==> config.mk <==
export PLATFORM = sky130hd
export DESIGN_NAME = synth_bus_accum_flat
export DESIGN_NICKNAME = d
export VERILOG_FILES = /design/src/rtl/synth_bus_accum_if.sv /design/src/rtl/synth_bus_accum.sv /design/src/flat_wrapper.sv
export SDC_FILE = /design/constraint.sdc
export NUM_CORES = 2
export LEC_CHECK = 0
export BUFFER_PORTS_ARGS = -buffer_cell sky130_fd_sc_hd__buf_2
export CAP_MARGIN = 20
export CORE_ASPECT_RATIO = 0.8
export CORE_MARGIN = 4
export CORE_UTILIZATION = 40
export DETAILED_ROUTE_END_ITERATION = 16
export PLACE_DENSITY_LB_ADDON = 0.3
export SYNTH_ARGS = -nofsm -noshare
export SYNTH_HDL_FRONTEND = slang
export SYNTH_SLANG_ARGS = --single-unit
==> constraint.sdc <==
create_clock -name AUDIO_CLK -period 11.9 [get_ports AUDIO_CLK]
set_input_delay 2.38 -clock AUDIO_CLK [delete_from_list [all_inputs] [get_ports AUDIO_CLK]]
set_output_delay 2.38 -clock AUDIO_CLK [all_outputs]
set_load 0.03 [all_outputs]
==> src/rtl/synth_bus_accum_if.sv <==
`default_nettype none
// ============================================================================
// Module   : synth_bus_accum_if
// Purpose  : Sample-stream and published-bus bundle for synth_bus_accum.
//            The master side feeds the frame strobe, the sample stream and
//            the per-bus gain/mute controls. The slave side returns the
//            published buses and their status.
// Signals  : xxxx_zero    frame-boundary strobe, 1 cycle
//            sample_valid sample_in/sample_ch valid this cycle
//            sample_in    signed sample, SAMPLE_WIDTH
//            sample_ch    destination bus, CH_WIDTH
//            ch_gain      per-bus unsigned gain, bus c at [c*GAIN_WIDTH +: GAIN_WIDTH]
//            ch_mute      per-bus mute
//            bus_out      published buses, bus c at [c*AUD_BIT_DEPTH +: AUD_BIT_DEPTH]
//            bus_valid    1-cycle pulse when bus_out updates
//            clip         per-bus saturation flag of the last published frame
//            overrun      sticky frame-overrun flag
// Revision : 1.0 - initial release
// ============================================================================
interface synth_bus_accum_if #(
  parameter int AUD_BIT_DEPTH = 24,
  parameter int OUT_CH        = 4,
  parameter int CH_WIDTH      = $clog2(OUT_CH),
  parameter int SAMPLE_WIDTH  = 17,
  parameter int GAIN_WIDTH    = 8
);
  logic                            xxxx_zero;
  logic                            sample_valid;
  logic [SAMPLE_WIDTH-1:0]         sample_in;
  logic [CH_WIDTH-1:0]             sample_ch;
  logic [OUT_CH*GAIN_WIDTH-1:0]    ch_gain;
  logic [OUT_CH-1:0]               ch_mute;
  logic [OUT_CH*AUD_BIT_DEPTH-1:0] bus_out;
  logic                            bus_valid;
  logic [OUT_CH-1:0]               clip;
  logic                            overrun;

  modport master (
    output xxxx_zero, sample_valid, sample_in, sample_ch, ch_gain, ch_mute,
    input  bus_out, bus_valid, clip, overrun
  );

  modport slave (
    input  xxxx_zero, sample_valid, sample_in, sample_ch, ch_gain, ch_mute,
    output bus_out, bus_valid, clip, overrun
  );
endinterface
`default_nettype wire

==> src/rtl/synth_bus_accum.sv <==
`default_nettype none
// ============================================================================
// Module   : synth_bus_accum
// Purpose  : Multi-bus output accumulator. Sums a time-multiplexed stream of
//            signed oscillator samples into OUT_CH buses per frame, applies
//            per-bus gain and mute, saturates to AUD_BIT_DEPTH and publishes
//            all buses together once per frame (frames split by xxxx_zero).
// Ports    : AUDIO_CLK    sole clock, rising edge
//            reset_data_N asynchronous active-low reset
//            bus          synth_bus_accum_if.slave (stream in, buses out)
// Revision : 1.0 - initial release
// ============================================================================
module synth_bus_accum #(
  parameter int AUD_BIT_DEPTH = 24,
  parameter int VOICES        = 32,
  parameter int V_OSC         = 8,
  parameter int OUT_CH        = 4,
  parameter int CH_WIDTH      = $clog2(OUT_CH),
  parameter int SAMPLE_WIDTH  = 17,
  parameter int GAIN_WIDTH    = 8,
  parameter int ACC_W         = SAMPLE_WIDTH + $clog2(VOICES*V_OSC) + 1
) (
  input  wire                 AUDIO_CLK,
  input  wire                 reset_data_N,
  synth_bus_accum_if.slave    bus
);

  // Product of a full accumulator and a zero-extended gain always fits here.
  localparam int PW = ACC_W + GAIN_WIDTH + 1;
  localparam logic [CH_WIDTH-1:0] LAST_IDX = CH_WIDTH'(OUT_CH - 1);
  localparam logic signed [PW-1:0] SAT_MAX =
    {{(PW-AUD_BIT_DEPTH+1){1'b0}}, {(AUD_BIT_DEPTH-1){1'b1}}};
  localparam logic signed [PW-1:0] SAT_MIN =
    {{(PW-AUD_BIT_DEPTH+1){1'b1}}, {(AUD_BIT_DEPTH-1){1'b0}}};
  localparam logic [AUD_BIT_DEPTH-1:0] OUT_MAX = {1'b0, {(AUD_BIT_DEPTH-1){1'b1}}};
  localparam logic [AUD_BIT_DEPTH-1:0] OUT_MIN = {1'b1, {(AUD_BIT_DEPTH-1){1'b0}}};

  typedef enum logic [1:0] {
    ACCUM   = 2'd0,
    SCALE   = 2'd1,
    PUBLISH = 2'd2
  } state_t;

  state_t                    state;
  logic [CH_WIDTH-1:0]       idx;
  logic                      act;            // active (accumulating) bank
  logic                      closed;
  logic                      tgt;            // bank receiving this cycle's sample
  logic                      zap;            // discard the interrupted closed bank

  logic signed [ACC_W-1:0]   acc     [2][OUT_CH];
  logic signed [ACC_W-1:0]   acc_nxt [2][OUT_CH];
  logic signed [ACC_W-1:0]   sample_ext;
  logic signed [ACC_W-1:0]   nxt;

  logic signed [ACC_W-1:0]   sel_acc;
  logic [GAIN_WIDTH-1:0]     sel_gain;
  logic                      sel_mute;
  logic signed [PW-1:0]      prod;
  logic signed [PW-1:0]      shifted;
  logic [AUD_BIT_DEPTH-1:0]  scaled;
  logic                      clip_bit;

  logic [AUD_BIT_DEPTH-1:0]  shadow [OUT_CH];
  logic [OUT_CH-1:0]         clip_next;
  logic [OUT_CH*AUD_BIT_DEPTH-1:0] pub_bus;
  logic [OUT_CH-1:0]         pub_clip;

  assign closed     = ~act;
  // A sample arriving with the frame strobe already belongs to the new frame,
  // i.e. to the bank that becomes active on this edge.
  assign tgt        = bus.xxxx_zero ? ~act : act;
  assign zap        = bus.xxxx_zero && (state != ACCUM);
  assign sample_ext = {{(ACC_W-SAMPLE_WIDTH){bus.sample_in[SAMPLE_WIDTH-1]}}, bus.sample_in};

  // --------------------------------------------------------------------------
  // Bank next-state: clear (scaled entry or whole interrupted bank), then add.
  // Channel compare over 0..OUT_CH-1 drops out-of-range sample_ch for free.
  // --------------------------------------------------------------------------
  always_comb begin
    nxt = '0;
    for (int b = 0; b < 2; b++) begin
      for (int c = 0; c < OUT_CH; c++) begin
        nxt = acc[b][c];
        if ((1'(b) == closed) &&
            (zap || ((state == SCALE) && (idx == CH_WIDTH'(c))))) begin
          nxt = '0;
        end
        if (bus.sample_valid && (1'(b) == tgt) && (bus.sample_ch == CH_WIDTH'(c))) begin
          nxt = nxt + sample_ext;
        end
        acc_nxt[b][c] = nxt;
      end
    end
  end

  always_ff @(posedge AUDIO_CLK or negedge reset_data_N) begin
    if (!reset_data_N) begin
      for (int b = 0; b < 2; b++) begin
        for (int c = 0; c < OUT_CH; c++) begin
          acc[b][c] <= '0;
        end
      end
    end else begin
      acc <= acc_nxt;
    end
  end

  // --------------------------------------------------------------------------
  // Scaling datapath for the bus currently selected by idx.
  // --------------------------------------------------------------------------
  always_comb begin
    sel_acc  = '0;
    sel_gain = '0;
    sel_mute = 1'b0;
    for (int c = 0; c < OUT_CH; c++) begin
      if (idx == CH_WIDTH'(c)) begin
        sel_acc  = acc[closed][c];
        sel_gain = bus.ch_gain[c*GAIN_WIDTH +: GAIN_WIDTH];
        sel_mute = bus.ch_mute[c];
      end
    end
  end

  assign prod    = PW'(sel_acc) * PW'($signed({1'b0, sel_gain}));
  assign shifted = prod >>> (GAIN_WIDTH - 1);

  always_comb begin
    scaled   = shifted[AUD_BIT_DEPTH-1:0];
    clip_bit = 1'b0;
    if (sel_mute) begin
      scaled   = '0;
      clip_bit = 1'b0;
    end else if (shifted > SAT_MAX) begin
      scaled   = OUT_MAX;
      clip_bit = 1'b1;
    end else if (shifted < SAT_MIN) begin
      scaled   = OUT_MIN;
      clip_bit = 1'b1;
    end
  end

  // The last bus is merged straight into the published word so bus_valid can
  // rise the cycle after the final scale step.
  always_comb begin
    pub_bus  = '0;
    pub_clip = '0;
    for (int c = 0; c < OUT_CH; c++) begin
      pub_bus[c*AUD_BIT_DEPTH +: AUD_BIT_DEPTH] = (idx == CH_WIDTH'(c)) ? scaled : shadow[c];
      pub_clip[c] = (idx == CH_WIDTH'(c)) ? clip_bit : clip_next[c];
    end
  end

  // --------------------------------------------------------------------------
  // Frame FSM and registered outputs. The frame strobe has priority in every
  // state; outside ACCUM it aborts the frame in flight (overrun).
  // --------------------------------------------------------------------------
  always_ff @(posedge AUDIO_CLK or negedge reset_data_N) begin
    if (!reset_data_N) begin
      state         <= ACCUM;
      idx           <= '0;
      act           <= 1'b0;
      clip_next     <= '0;
      for (int c = 0; c < OUT_CH; c++) begin
        shadow[c] <= '0;
      end
      bus.bus_out   <= '0;
      bus.bus_valid <= 1'b0;
      bus.clip      <= '0;
      bus.overrun   <= 1'b0;
    end else begin
      bus.bus_valid <= 1'b0;
      if (bus.xxxx_zero) begin
        act   <= ~act;
        idx   <= '0;
        state <= SCALE;
        if (state != ACCUM) begin
          bus.overrun <= 1'b1;
        end
      end else begin
        case (state)
          SCALE: begin
            for (int c = 0; c < OUT_CH; c++) begin
              if (idx == CH_WIDTH'(c)) begin
                shadow[c]    <= scaled;
                clip_next[c] <= clip_bit;
              end
            end
            if (idx == LAST_IDX) begin
              bus.bus_out   <= pub_bus;
              bus.clip      <= pub_clip;
              bus.bus_valid <= 1'b1;
              state         <= PUBLISH;
            end else begin
              idx <= idx + CH_WIDTH'(1);
            end
          end
          PUBLISH: state <= ACCUM;
          default: state <= ACCUM;
        endcase
      end
    end
  end

endmodule
`default_nettype wire

==> src/flat_wrapper.sv <==
// flat-port wrapper written by rule: the top's interface ports become plain ports
module synth_bus_accum_flat 
#(
  parameter int AUD_BIT_DEPTH = 24,
  parameter int VOICES        = 32,
  parameter int V_OSC         = 8,
  parameter int OUT_CH        = 4,
  parameter int CH_WIDTH      = $clog2(OUT_CH),
  parameter int SAMPLE_WIDTH  = 17,
  parameter int GAIN_WIDTH    = 8,
  parameter int ACC_W         = SAMPLE_WIDTH + $clog2(VOICES*V_OSC) + 1
)
  (AUDIO_CLK, reset_data_N, bus_xxxx_zero, bus_sample_valid, bus_sample_in, bus_sample_ch, bus_ch_gain, bus_ch_mute, bus_bus_out, bus_bus_valid, bus_clip, bus_overrun);
  synth_bus_accum_if #(.AUD_BIT_DEPTH(AUD_BIT_DEPTH), .OUT_CH(OUT_CH), .CH_WIDTH(CH_WIDTH), .SAMPLE_WIDTH(SAMPLE_WIDTH), .GAIN_WIDTH(GAIN_WIDTH)) bus_i ();
  input  wire AUDIO_CLK;
  input  wire reset_data_N;
  input wire logic [$bits(bus_i.xxxx_zero)-1:0] bus_xxxx_zero;
  input wire logic [$bits(bus_i.sample_valid)-1:0] bus_sample_valid;
  input wire logic [$bits(bus_i.sample_in)-1:0] bus_sample_in;
  input wire logic [$bits(bus_i.sample_ch)-1:0] bus_sample_ch;
  input wire logic [$bits(bus_i.ch_gain)-1:0] bus_ch_gain;
  input wire logic [$bits(bus_i.ch_mute)-1:0] bus_ch_mute;
  output wire logic [$bits(bus_i.bus_out)-1:0] bus_bus_out;
  output wire logic [$bits(bus_i.bus_valid)-1:0] bus_bus_valid;
  output wire logic [$bits(bus_i.clip)-1:0] bus_clip;
  output wire logic [$bits(bus_i.overrun)-1:0] bus_overrun;
  assign bus_i.xxxx_zero = bus_xxxx_zero;
  assign bus_i.sample_valid = bus_sample_valid;
  assign bus_i.sample_in = bus_sample_in;
  assign bus_i.sample_ch = bus_sample_ch;
  assign bus_i.ch_gain = bus_ch_gain;
  assign bus_i.ch_mute = bus_ch_mute;
  assign bus_bus_out = bus_i.bus_out;
  assign bus_bus_valid = bus_i.bus_valid;
  assign bus_clip = bus_i.clip;
  assign bus_overrun = bus_i.overrun;
  synth_bus_accum #(.AUD_BIT_DEPTH(AUD_BIT_DEPTH), .VOICES(VOICES), .V_OSC(V_OSC), .OUT_CH(OUT_CH), .CH_WIDTH(CH_WIDTH), .SAMPLE_WIDTH(SAMPLE_WIDTH), .GAIN_WIDTH(GAIN_WIDTH), .ACC_W(ACC_W)) u_core (.AUDIO_CLK(AUDIO_CLK), .reset_data_N(reset_data_N), .bus(bus_i));
endmodule
==> run_results.csv <==
group,metric,value,unit
global_routing,grt_pass1_vias,27700,
route,dr_total_vias,29100,
final_layout,final_cell_mix,"nand2_1, dfrtp_1, o21ai_0",
min_path,hold_start,"u_core.shadow[77]$_DFFE_PN0P_",
setup_path,reg2regPathDepth,29,
route,dr.pass1.iters,5,
synthesis,syn_inst,4005,
sta,slew_violations,0,
setup_path,crit_top_cell,"inv_1",
min_path,hold_depth,2,
route,antenna_left,0,
place,dpl.hpwl,75.9,mm
sta,min_period,9.49,ns
floorplanning,die_area,89800,um2
synthesis,ys.flop_type,"dfrtp_1",
setup_path,reg2reg_slack,2.41,ns
clocking,cts_root_buffer,"clkbuf_16",
floorplanning,start_util,0.404,
setup_path,path_depth,29,
floorplanning,core,84200,um2
route,wl_per_cell,19.6,um
final_layout,finalNetCount,4586,
sta,max_freq,105,MHz
floorplanning,rows,95,
global_routing,grt_max_degree,177,
final_layout,drive_gt1_frac,0.0856,
clocking,tritoncts,"done",
clocking,postCtsHoldBufs,0,
setup_path,arrival,10.01,ns
final_layout,fillCellCount,8308,
synthesis,netlist-cell-type-count,76,
synthesis,async_reset_ff_frac,1.00,
synthesis,ys_ff_latch,390,
sta,finalCritPeriodShare,0.798,
synthesis,ys_warn_count,0,
setup_path,worstReg2RegStart,"u_core.idx[1]$_DFFE_PN0P_",
floorplanning,num_io_pins,161,
sta,hold_viol,0,
synthesis,synth_area,34000,um2
setup_path,cp-end-kind,"flip-flop",
place,dp_cells,5152,
setup_path,slowest_delay,0.84,ns
floorplanning,die_x,334,um
global_routing,antenna_found_initial,1,
setup_path,cp_slowest_cell,"a21oi_4",
final_layout,instances_no_fill,5240,
min_path,hold_class,"flip-flop to flip-flop",
synthesis,ys_seq_area_frac,0.287,
setup_path,crit_family,"compound AO/OA/AOI/OAI gates",
clocking,cts_setup_buffers,0,
synthesis,avgSynthCellArea,8.49,um2
global_routing,grt-ovfl-total,0,
final_layout,syn2layout_area_growth,10.7,%
clocking,cts_buffer_depth,3,
final_layout,final_common_cell,"nand2_1",
setup_path,cp.required,12.42,ns
flow_run,cap_violations,0,
place,io_buffer_count,160,
route,drc,0,
place,gp_congestion,0.901,
sta,tns,0,ns
sta,skew,0.0368,ns
clocking,insertion_delay,0.62,ns
synthesis,synthesis.nets,4504,
setup_path,cp-startpoint,"u_core.idx[1]$_DFFE_PN0P_",
route,drtIter0Drc,2532,
sta,worst_slew_pin_slew,1.09,ns
setup_path,crit_fanout,28,
clocking,clkTransAtPathRegs,0.06,ns
global_routing,grt_pass1_wl,162,mm
setup_path,path_class,"flip-flop to flip-flop",
synthesis,synth_edf_count,0,
route,wl,103,mm
global_routing,gr-usage-all-layers,0.227,
setup_path,critPathBufInv,7,
clocking,clock-sinks,390,
status,status,"complete, no violations",
route,viasPerCell,5.55,
clocking,h-tree-depth,2,
floorplanning,die_h,269,um
sta,rsz0062_at_grt,"false",
sta,relSlewSlack,0.251,
clocking,cts_repair_resize_count,0,
sta,setup_violations,0,
clocking,numCtsBuffers,46,
setup_path,start_kind,"flip-flop",
[Yosys cell counts (all sizes together), types with 66 or more instances]
library cell  instances  area share
a21o                 87       0.019
a21oi               256       0.040
a31oi                66       0.012
and2                205       0.038
clkbuf              135       0.015
dfrtp               390        0.29
fa                  169       0.099
ha                  271        0.10
inv                 296       0.033
mux2i               106       0.031
nand2               546       0.060
nor2                236       0.026
o21ai               391       0.058
o22ai                73       0.013
xnor2                98       0.025
xor2                109       0.028
[stage by stage]
step / util / setup slack [ns] / hold slack (ns) / cell area (um2)
6_report: 0.448 / 2.41 / 0.474 / 37700
4_1_cts: 0.447 / 2.43 / 0.477 / 37600
2_1_floorplan: - / 3.67 / 0.442 / 34000
3_5_place_dp: 0.427 / 2.02 / 0.462 / 35900
3_3_place_gp: 0.427 / 2.21 / 0.454 / 35900
5_1_grt: 0.447 / 1.81 / 0.497 / 37700
[layout make-up]
class	count	area (um2)	area share
clock inverters	16	323	0.00857
multi-input cells	3152	22500	0.598
clock buffers	69	1380	0.0366
inverters	297	1120	0.0296
well taps	1115	1400	0.0370
diodes	1	2.50	0.0000664
flip-flops and latches	390	9760	0.259
repair buffers	200	1160	0.0309
[routing by layer]
layer,global-route usage,wire length [um],vias up
li1,-,-,13900
met1,0.358,51700,14100
met2,0.326,41800,902
met3,0.0376,7700,95
met4,0.0421,1640,0
met5,0,0,-
[sequential cells by signal (all words and copies together), names as in the netlist]
signal,count
u_core.bus.overrun,1
u_core.bus.bus_valid,1
u_core.shadow,72
u_core.clip_next,3
u_core.acc,208
u_core.idx,2
u_core.bus.clip,4
u_core.state,2
u_core.act,1
u_core.bus.bus_out,96
[worst reg2reg max path: cells and delay by family, from the launching register on]
family | cells | cell delay, ns
compound gates | 10 | 3.71
xor+xnor | 1 | 0.27
fa+ha+maj | 6 | 3.00
buf+inv | 7 | 1.14
flops | 1 | 0.43
simple gates | 5 | 0.83
[final timing paths]
kind | end
worst max-delay path | u_core.shadow[26]$_DFFE_PN0P_
worst min-delay path | u_core.shadow[77]$_DFFE_PN0P_
worst max register to register | u_core.shadow[26]$_DFFE_PN0P_
worst min register to register | u_core.shadow[77]$_DFFE_PN0P_
max in group asynchronous | u_core.acc[22]$_DFF_PN0_
min in group asynchronous | u_core.acc[100]$_DFF_PN0_
[cells by family after synthesis]
kind of cell    Yosys count  synth area share
xor+xnor                207            0.0533
compound gates         1066             0.188
buf+inv                 463            0.0518
flops                   390             0.287
fa+ha+maj               440             0.199
simple gates           1311             0.182
mux                     128            0.0388
Power is not shown: default switching activity piles up to over one toggle a cycle in this logic, so the estimate is an artifact.
